`src/rtl/input_conditioner.sv`:
```
// ---------------------------------------------------------------------------
// input_conditioner
//
// Multi-channel front end for asynchronous board inputs (buttons, switches,
// remote UART control lines). Every channel has the same three pieces:
//   1. an SYNC_STAGES-deep synchroniser chain,
//   2. a counter-based debounce filter that accepts a new level only after
//      DEBOUNCE_CYCLES consecutive synchronised samples differ from the
//      current level,
//   3. registered one-cycle rise/fall ticks that line up with the first
//      cycle of the new debounced level.
//
// Ports
//   clk        system clock, all flops on the rising edge
//   rst        asynchronous, active-high reset
//   sig_in     raw asynchronous inputs, bit i = channel i
//   level_out  debounced, synchronised level per channel
//   rise_tick  one-cycle pulse when level_out[i] goes 0->1
//   fall_tick  one-cycle pulse when level_out[i] goes 1->0
//   any_rise   OR of all rise_tick bits
// ---------------------------------------------------------------------------
module input_conditioner #(
    parameter int CHANNELS        = 4,
    parameter int SYNC_STAGES     = 2,
    parameter int DEBOUNCE_CYCLES = 4
) (
    input  logic                clk,
    input  logic                rst,
    input  logic [CHANNELS-1:0] sig_in,
    output logic [CHANNELS-1:0] level_out,
    output logic [CHANNELS-1:0] rise_tick,
    output logic [CHANNELS-1:0] fall_tick,
    output logic                any_rise
);

    // The counter only ever reaches DEBOUNCE_CYCLES-1 before being cleared,
    // so this width is always sufficient and never wraps.
    localparam int CNT_W = ($clog2(DEBOUNCE_CYCLES + 1) < 1) ? 1 : $clog2(DEBOUNCE_CYCLES + 1);
    localparam logic [CNT_W-1:0] CNT_LAST = CNT_W'(DEBOUNCE_CYCLES - 1);

    for (genvar i = 0; i < CHANNELS; i++) begin : g_chan
        logic [SYNC_STAGES-1:0] sync_q;
        logic [CNT_W-1:0]       cnt;
        logic                   level_q;
        logic                   rise_q;
        logic                   fall_q;
        logic                   sync_out;
        logic                   differ;
        logic                   update;

        assign sync_out = sync_q[SYNC_STAGES-1];
        assign differ   = sync_out ^ level_q;
        // The new level is accepted on the sample that completes the run of
        // DEBOUNCE_CYCLES differing samples.
        assign update   = differ && (cnt == CNT_LAST);

        // Synchroniser chain: bit 0 captures the pin, the top bit feeds the filter.
        always_ff @(posedge clk or posedge rst) begin
            if (rst) begin
                sync_q <= '0;
            end else begin
                sync_q <= {sync_q[SYNC_STAGES-2:0], sig_in[i]};
            end
        end

        // Debounce counter, accepted level and edge ticks. Any sample equal to
        // the current level restarts the count, which rejects short glitches.
        always_ff @(posedge clk or posedge rst) begin
            if (rst) begin
                cnt     <= '0;
                level_q <= 1'b0;
                rise_q  <= 1'b0;
                fall_q  <= 1'b0;
            end else begin
                rise_q <= update & sync_out;
                fall_q <= update & ~sync_out;
                if (!differ || update) begin
                    cnt <= '0;
                end else begin
                    cnt <= cnt + 1'b1;
                end
                if (update) begin
                    level_q <= sync_out;
                end
            end
        end

        assign level_out[i] = level_q;
        assign rise_tick[i] = rise_q;
        assign fall_tick[i] = fall_q;
    end

    assign any_rise = |rise_tick;

endmodule

```
`config.mk`:
```
export PLATFORM = sky130hd
export DESIGN_NAME = input_conditioner
export DESIGN_NICKNAME = d
export VERILOG_FILES = /design/src/rtl/input_conditioner.sv
export SDC_FILE = /design/constraint.sdc
export NUM_CORES = 1
export LEC_CHECK = 0
export BUFFER_PORTS_ARGS = -buffer_cell sky130_fd_sc_hd__buf_2
export CORE_MARGIN = 4
export CORE_UTILIZATION = 52
export CTS_BUF_LIST = sky130_fd_sc_hd__clkbuf_4 sky130_fd_sc_hd__clkbuf_8
export DETAILED_ROUTE_END_ITERATION = 12
export GPL_ROUTABILITY_DRIVEN = 0
export GPL_TIMING_DRIVEN = 0
export PLACE_DENSITY = 0.88
export SLEW_MARGIN = 20
export SYNTH_ARGS = -nofsm -noshare
export SYNTH_HDL_FRONTEND = slang
export SYNTH_SLANG_ARGS = --single-unit
```
`constraint.sdc`:
```
create_clock -name clk -period 1.11 [get_ports clk]
set_input_delay 0.111 -clock clk [delete_from_list [all_inputs] [get_ports clk]]
set_output_delay 0.111 -clock clk [all_outputs]
set_load 0.03 [all_outputs]
```
==> results of run 1 <==
placed cells by master (no fill, tap or decap):
| cell | count |
|---|---|
| nand2_1 | 3 |
| buf_6 | 17 |
| xnor2_2 | 3 |
| nor3b_1 | 2 |
| dfrtp_1 | 32 |
| dlygate4sd3_1 | 5 |
| buf_2 | 5 |
| nand2_2 | 1 |
| and3b_1 | 2 |
| clkbuf_4 | 5 |
| ha_2 | 7 |
| or4_4 | 1 |
| nor3b_2 | 4 |
| buf_4 | 12 |
| xnor2_1 | 1 |
| mux2_2 | 1 |
| nor3_2 | 5 |
| clkbuf_8 | 2 |
| inv_1 | 7 |
| nor2_1 | 4 |
| ha_4 | 5 |
| o21ai_1 | 1 |
| inv_2 | 1 |
| o21ai_0 | 2 |
| nor3_1 | 3 |
cell families after synthesis:
logic type                 after synthesis  synth area share, %
AOI/OAI and AO/OA                        3                 1.18
DFF                                     32                 62.9
and+or+nand+nor                         25                 11.0
xor gates and xnor gates                 4                 2.75
muxes                                    1                0.885
buffers and inverters                   20                 9.44
adders and majority gates               12                 11.8
critical path: stages, from the launching register on:
cell,delay [ns]
dfrtp_1,0.39
or4_4,0.54
buf_6,0.15
how the worst max path moves through the flow:
stage | to | slack, ns | cells past startpoint
2_1_floorplan | g_chan[1].level_q | 0.004 | 3
3_3_place_gp | any_rise | -0.05 | 2
3_5_place_dp | g_chan[3].sync_q[0] | -0.07 | 2
4_1_cts | any_rise | -0.40 | 2
5_1_grt | any_rise | -0.45 | 2
6_report | any_rise | -0.40 | 2
area by class of cell:
type	count	area share [%]
inverter	8	1.67
timing repair buffer	34	17.4
tap	28	1.95
sequential	32	44.7
buffer	5	2.51
clock buffer	7	3.63
multi-input combinational	45	28.2
metrics by stage:
stage,setup WS (ns),cell area [um2],util [%],std cells
after floorplan,0.00350,1280,-,97
after global placement,-0.0544,1410,61.8,143
final,-0.398,1790,78.8,159
after CTS,-0.400,1650,72.6,159
after detailed placement,-0.0748,1410,61.8,143
after global routing,-0.453,1790,78.8,159
registers in the layout, summed over array words and instances, names as in the netlist:
signal,flops
g_chan.fall_q,4
g_chan.rise_q,4
g_chan.level_q,4
g_chan.cnt,12
g_chan.sync_q,8
power by group through the flow:
stage | sequential (mW) | clock [mW] | combinational, mW
after floorplan | 1.57 | 0 | 0.804
after global placement | 1.59 | 0 | 0.947
after detailed placement | 1.61 | 0 | 0.997
after CTS | 1.55 | 0.729 | 1.38
after global routing | 1.61 | 0.796 | 1.81
final | 1.57 | 0.707 | 1.65
timing repair:
action                                  in CTS  in global routing
hold buffers                                 4                  1
hold endpoints to repair                     4                 32
endpoints found under the setup margin      19                 28
gates resized for setup                     28                 31
buffers inserted                             9                  5
pin swaps                                    0                  7
metal layers:
layer  track usage (%)  part of all wire, %  vias up
met5                 0                    0        -
met4              7.95                  1.7        0
met3              6.56                  4.4        4
met2              24.7                   52       19
met1              15.4                   42      395
li1                  -                    -      379
==> metrics.txt, run 1 <==
Worst Max-Slew Pin Slew 0.630 ns; # port buffers 18; num rows 17; Area Overhead vs Synth 40.9%; clock sink count 32; Async S/R FF share, synth 100%; Yosys top cell area share a little over three fifths; Hold WS 0.358 ns; most frequently used flop master after synthesis dfrtp_1; Final Hold Viols 0; Yosys reg bits 32; Tot Pwr approximately 3.9 mW; top post-synthesis cells by area dfrtp_1, ha_1, buf_4, nor3b_1, nor3_1; Die ar. 3300 um2; share of layout cells above drive strength 1 52.7%; r2r worst-path depth 3; Post-Syn Area 1270 um2; CTS Buffer Depth 2; commonest cells in the netlist dfrtp_1, buf_4, ha_1; PD cells 2190 nW/um2; failing checks negative setup slack; Nets 149; CP Launch Type flip-flop; vias in the first global route 852; Worst VDD drop 1.30 mV; EDFF count, synth 0; overall routed net length 2160 um; area of the multi-input gates 505 um2; RSZ-0062 raised after global routing yes; worst-path maximum fanout 2; Vias/cell 5.01; Setup crit start g_chan[0].rise_q; Vias 797; min Tclk post-route 1.51 ns; post-DP HPWL about 1300 um; Synth Instances 97; WHS Path Cells 0; switching share of total power between 30% and 40%; Die H ~57 um; fmax 0.663 GHz; count of TritonRoute iterations in the first routing pass 4; worst min-delay path category reg -> reg; wire length per cell 13.6 um; Clock Skews 0.00403 ns; Sw Pwr 1.27 mW; max cap viols 0; WP data arrival 1.40 ns; count of pins over their slew limit 0; cell leakage power 0.856 nW; initial antenna violation count 0; setup TNS -0.429 ns; core area approximately 2300 um2; Reg power frac 40.0%; worst reg-to-reg setup slack -0.03 ns; GRT Overall Usage 14.7%; Worst EP required 1.00 ns; CTS clk-pin slew, worst paths roughly 0.09 ns; final setup fails 2; initial cell density of the core 55.9%; CTS H-tree lvls 2; Logic pwr share between 40% and 50%; DRC 0; FF/Latch Area 801 um2; Synth cell types 13; final worst setup slack -0.398 ns; WS Path Type reg -> out; # diodes 0; FF-to-FF End g_chan[1].level_q; largest net degree at the start of global routing 33; Final ANT Viol Nets 0; Yosys warnings 0; sequential area share after synthesis between 60% and 70%; post-synth top area cell dfrtp_1; CTS tree done; status finished with violations; synthesized area per cell 13.1 um2; Clk Latency, worst-skew pair 0.32 ns; io pins 19; GR Overflow Total 0; worst r2r src g_chan[1].cnt[0]; Filler Cell Count 118; Syn Nets 115; first-pass GRT wire length between 3000 and 4000 um; count leader, synth dfrtp_1; Clock Power Share 18.0%; hold path start g_chan[1].sync_q[0]; fin crit share 136%; iteration-0 DRC count of the detailed router 11; endpoint type of the worst setup path output port; hold path endpoint g_chan[1].sync_q[1]; Root Buffer clkbuf_4; Max-slew headroom between 50 and 60%; die width about 57 um; internal cell power 2.65 mW; Num CTS Buffers 5
(Power assumes the default switching activity.)
==> run 2: changes to the inputs <==
==> constraint.sdc (replaced) <==
create_clock -name clk -period 1.3 [get_ports clk]
set_input_delay 0.13 -clock clk [delete_from_list [all_inputs] [get_ports clk]]
set_output_delay 0.13 -clock clk [all_outputs]
set_load 0.03 [all_outputs]
==> metrics.txt, run 2 (synthesized netlist as in run 1, its figures left out) <==
Root Buffer clkbuf_4; Area Overhead vs Synth 19.7%; count of pins over their slew limit 0; most frequent cells in the layout dfrtp_1, buf_2, ha_1, buf_4, nor3_1; initial antenna violation count 0; worst r2r src g_chan[1].cnt[0]; largest reg by FF count g_chan.cnt; share of layout cells above drive strength 1 between 30% and 40%; top flop regs g_chan.cnt: 12 flops, g_chan.sync_q: 8 flops; status finished with violations; r2r worst-path depth 3; count of TritonRoute iterations in the first routing pass 4; num rows 17; endpoint type of the worst setup path output port; post-DP HPWL 1230 um; wire length per cell 11.1 um; final worst setup slack -0.207 ns; io pins 19; Max-slew headroom 59.0%; fin crit share 116%; Clk Latency, worst-skew pair between 0.3 and 0.4 ns; CP Launch Type flip-flop; CTS clk-pin slew, worst paths 0.09 ns; number of flip-flops in the largest register 12; setup TNS -0.207 ns; Die ar. 3300 um2; largest net degree at the start of global routing 33; min Tclk post-route 1.51 ns; FF-to-FF End g_chan[1].level_q; hold path endpoint g_chan[1].sync_q[1]; Post-CTS Setup Repair Bufs 0; fmax between 0.6 and 0.7 GHz; # diodes 0; final setup fails 1; clock sink count 32; GRT Overall Usage a little over an eighth; Num CTS Buffers 5; CTS tree done; WS Path Type reg -> out; Vias/cell 4.61; Vias 714; Die H 57.5 um; CTS H-tree lvls 2; Clock Skews between 0.004 and 0.005 ns; DRC 0; failing checks negative setup slack; Worst VDD drop 0.986 mV; Final ANT Viol Nets 0; CTS Buffer Depth 2; most common cell after layout, fill and taps aside dfrtp_1; Nets 145; worst-path maximum fanout 2; # port buffers 18; RSZ-0062 raised after global routing yes; cell leakage power 0.798 nW; iteration-0 DRC count of the detailed router 8; Worst EP required between 1 and 1.5 ns; Worst Max-Slew Pin Slew 0.613 ns; Hold WS 0.354 ns; GR Overflow Total 0; first-pass GRT wire length 3100 um; Final Util roughly two thirds; Final Hold Viols 0; worst reg-to-reg setup slack ~0.080 ns; worst slack, placed 0.0718 ns; vias in the first global route approximately 730; hold path start g_chan[1].sync_q[0]; initial cell density of the core 55.9%; WP data arrival ~1.4 ns; max cap viols 0; worst min-delay path category reg -> reg; die width 57.5 um; WHS Path Cells 0; overall routed net length 1720 um; core area 2280 um2; PD cells between 1500 and 2000 nW/um2
-- run 2: cell types whose count changed in the layout (fill, tap and decap cells not counted), sizes merged --
cell / change
buf: -4
-- run 2: routing by layer --
metal / share of wire, % / global-route usage [%] / up-vias
met5: 0 / 0 / -
met4: 3.0 / 8.94 / 0
met3: 8.7 / 7.69 / 7
met2: 50 / 23.1 / 20
met1: 38 / 11.7 / 319
li1: - / - / 368
-- run 2: timing repair --
item                                    4_1_cts  5_1_grt
endpoints found under the setup margin        1        1
hold endpoints to repair                      4       32
hold buffers                                  4        1
gates resized for setup                       2        1
pin swaps                                     1        1
-- run 2: critical path: stages, from the launching register on --
cell and delay [ns]:
dfrtp_1 0.38, or4_4 0.53, buf_6 0.15
-- run 2: worst max path at each step --
stage / startpoint / end / slack (ns) / cells past startpoint
3_3_place_gp: rst / g_chan[0].cnt[1] / 0.14 / 2
6_report: g_chan[1].rise_q / any_rise / -0.21 / 2
2_1_floorplan: g_chan[1].rise_q / any_rise / 0.14 / 1
3_5_place_dp: g_chan[1].cnt[0] / g_chan[1].level_q / 0.07 / 3
4_1_cts: g_chan[3].rise_q / any_rise / -0.24 / 2
5_1_grt: g_chan[1].rise_q / any_rise / -0.27 / 2
-- run 2: power breakdown --
group          switching (mW)  internal [mW]
combinational           0.473          0.409
sequential              0.149           1.21
clock                   0.289          0.306
-- run 2: layout make-up --
class	instances	area, um2
timing repair buffer	23	146
inverter	8	30.0
clock buffer	7	65.1
buffer	12	90.1
sequential	32	801
tap	28	35.0
fill	151	753
multi-input combinational	45	355
-- run 2: metrics by stage --
step	cell area, um2	std cells	total power [mW]
floorplan	1270	97	2.01
global placement	1400	143	2.15
detailed placement	1400	143	2.23
CTS	1510	154	2.88
global route	1520	155	3.06
finish	1520	155	2.84
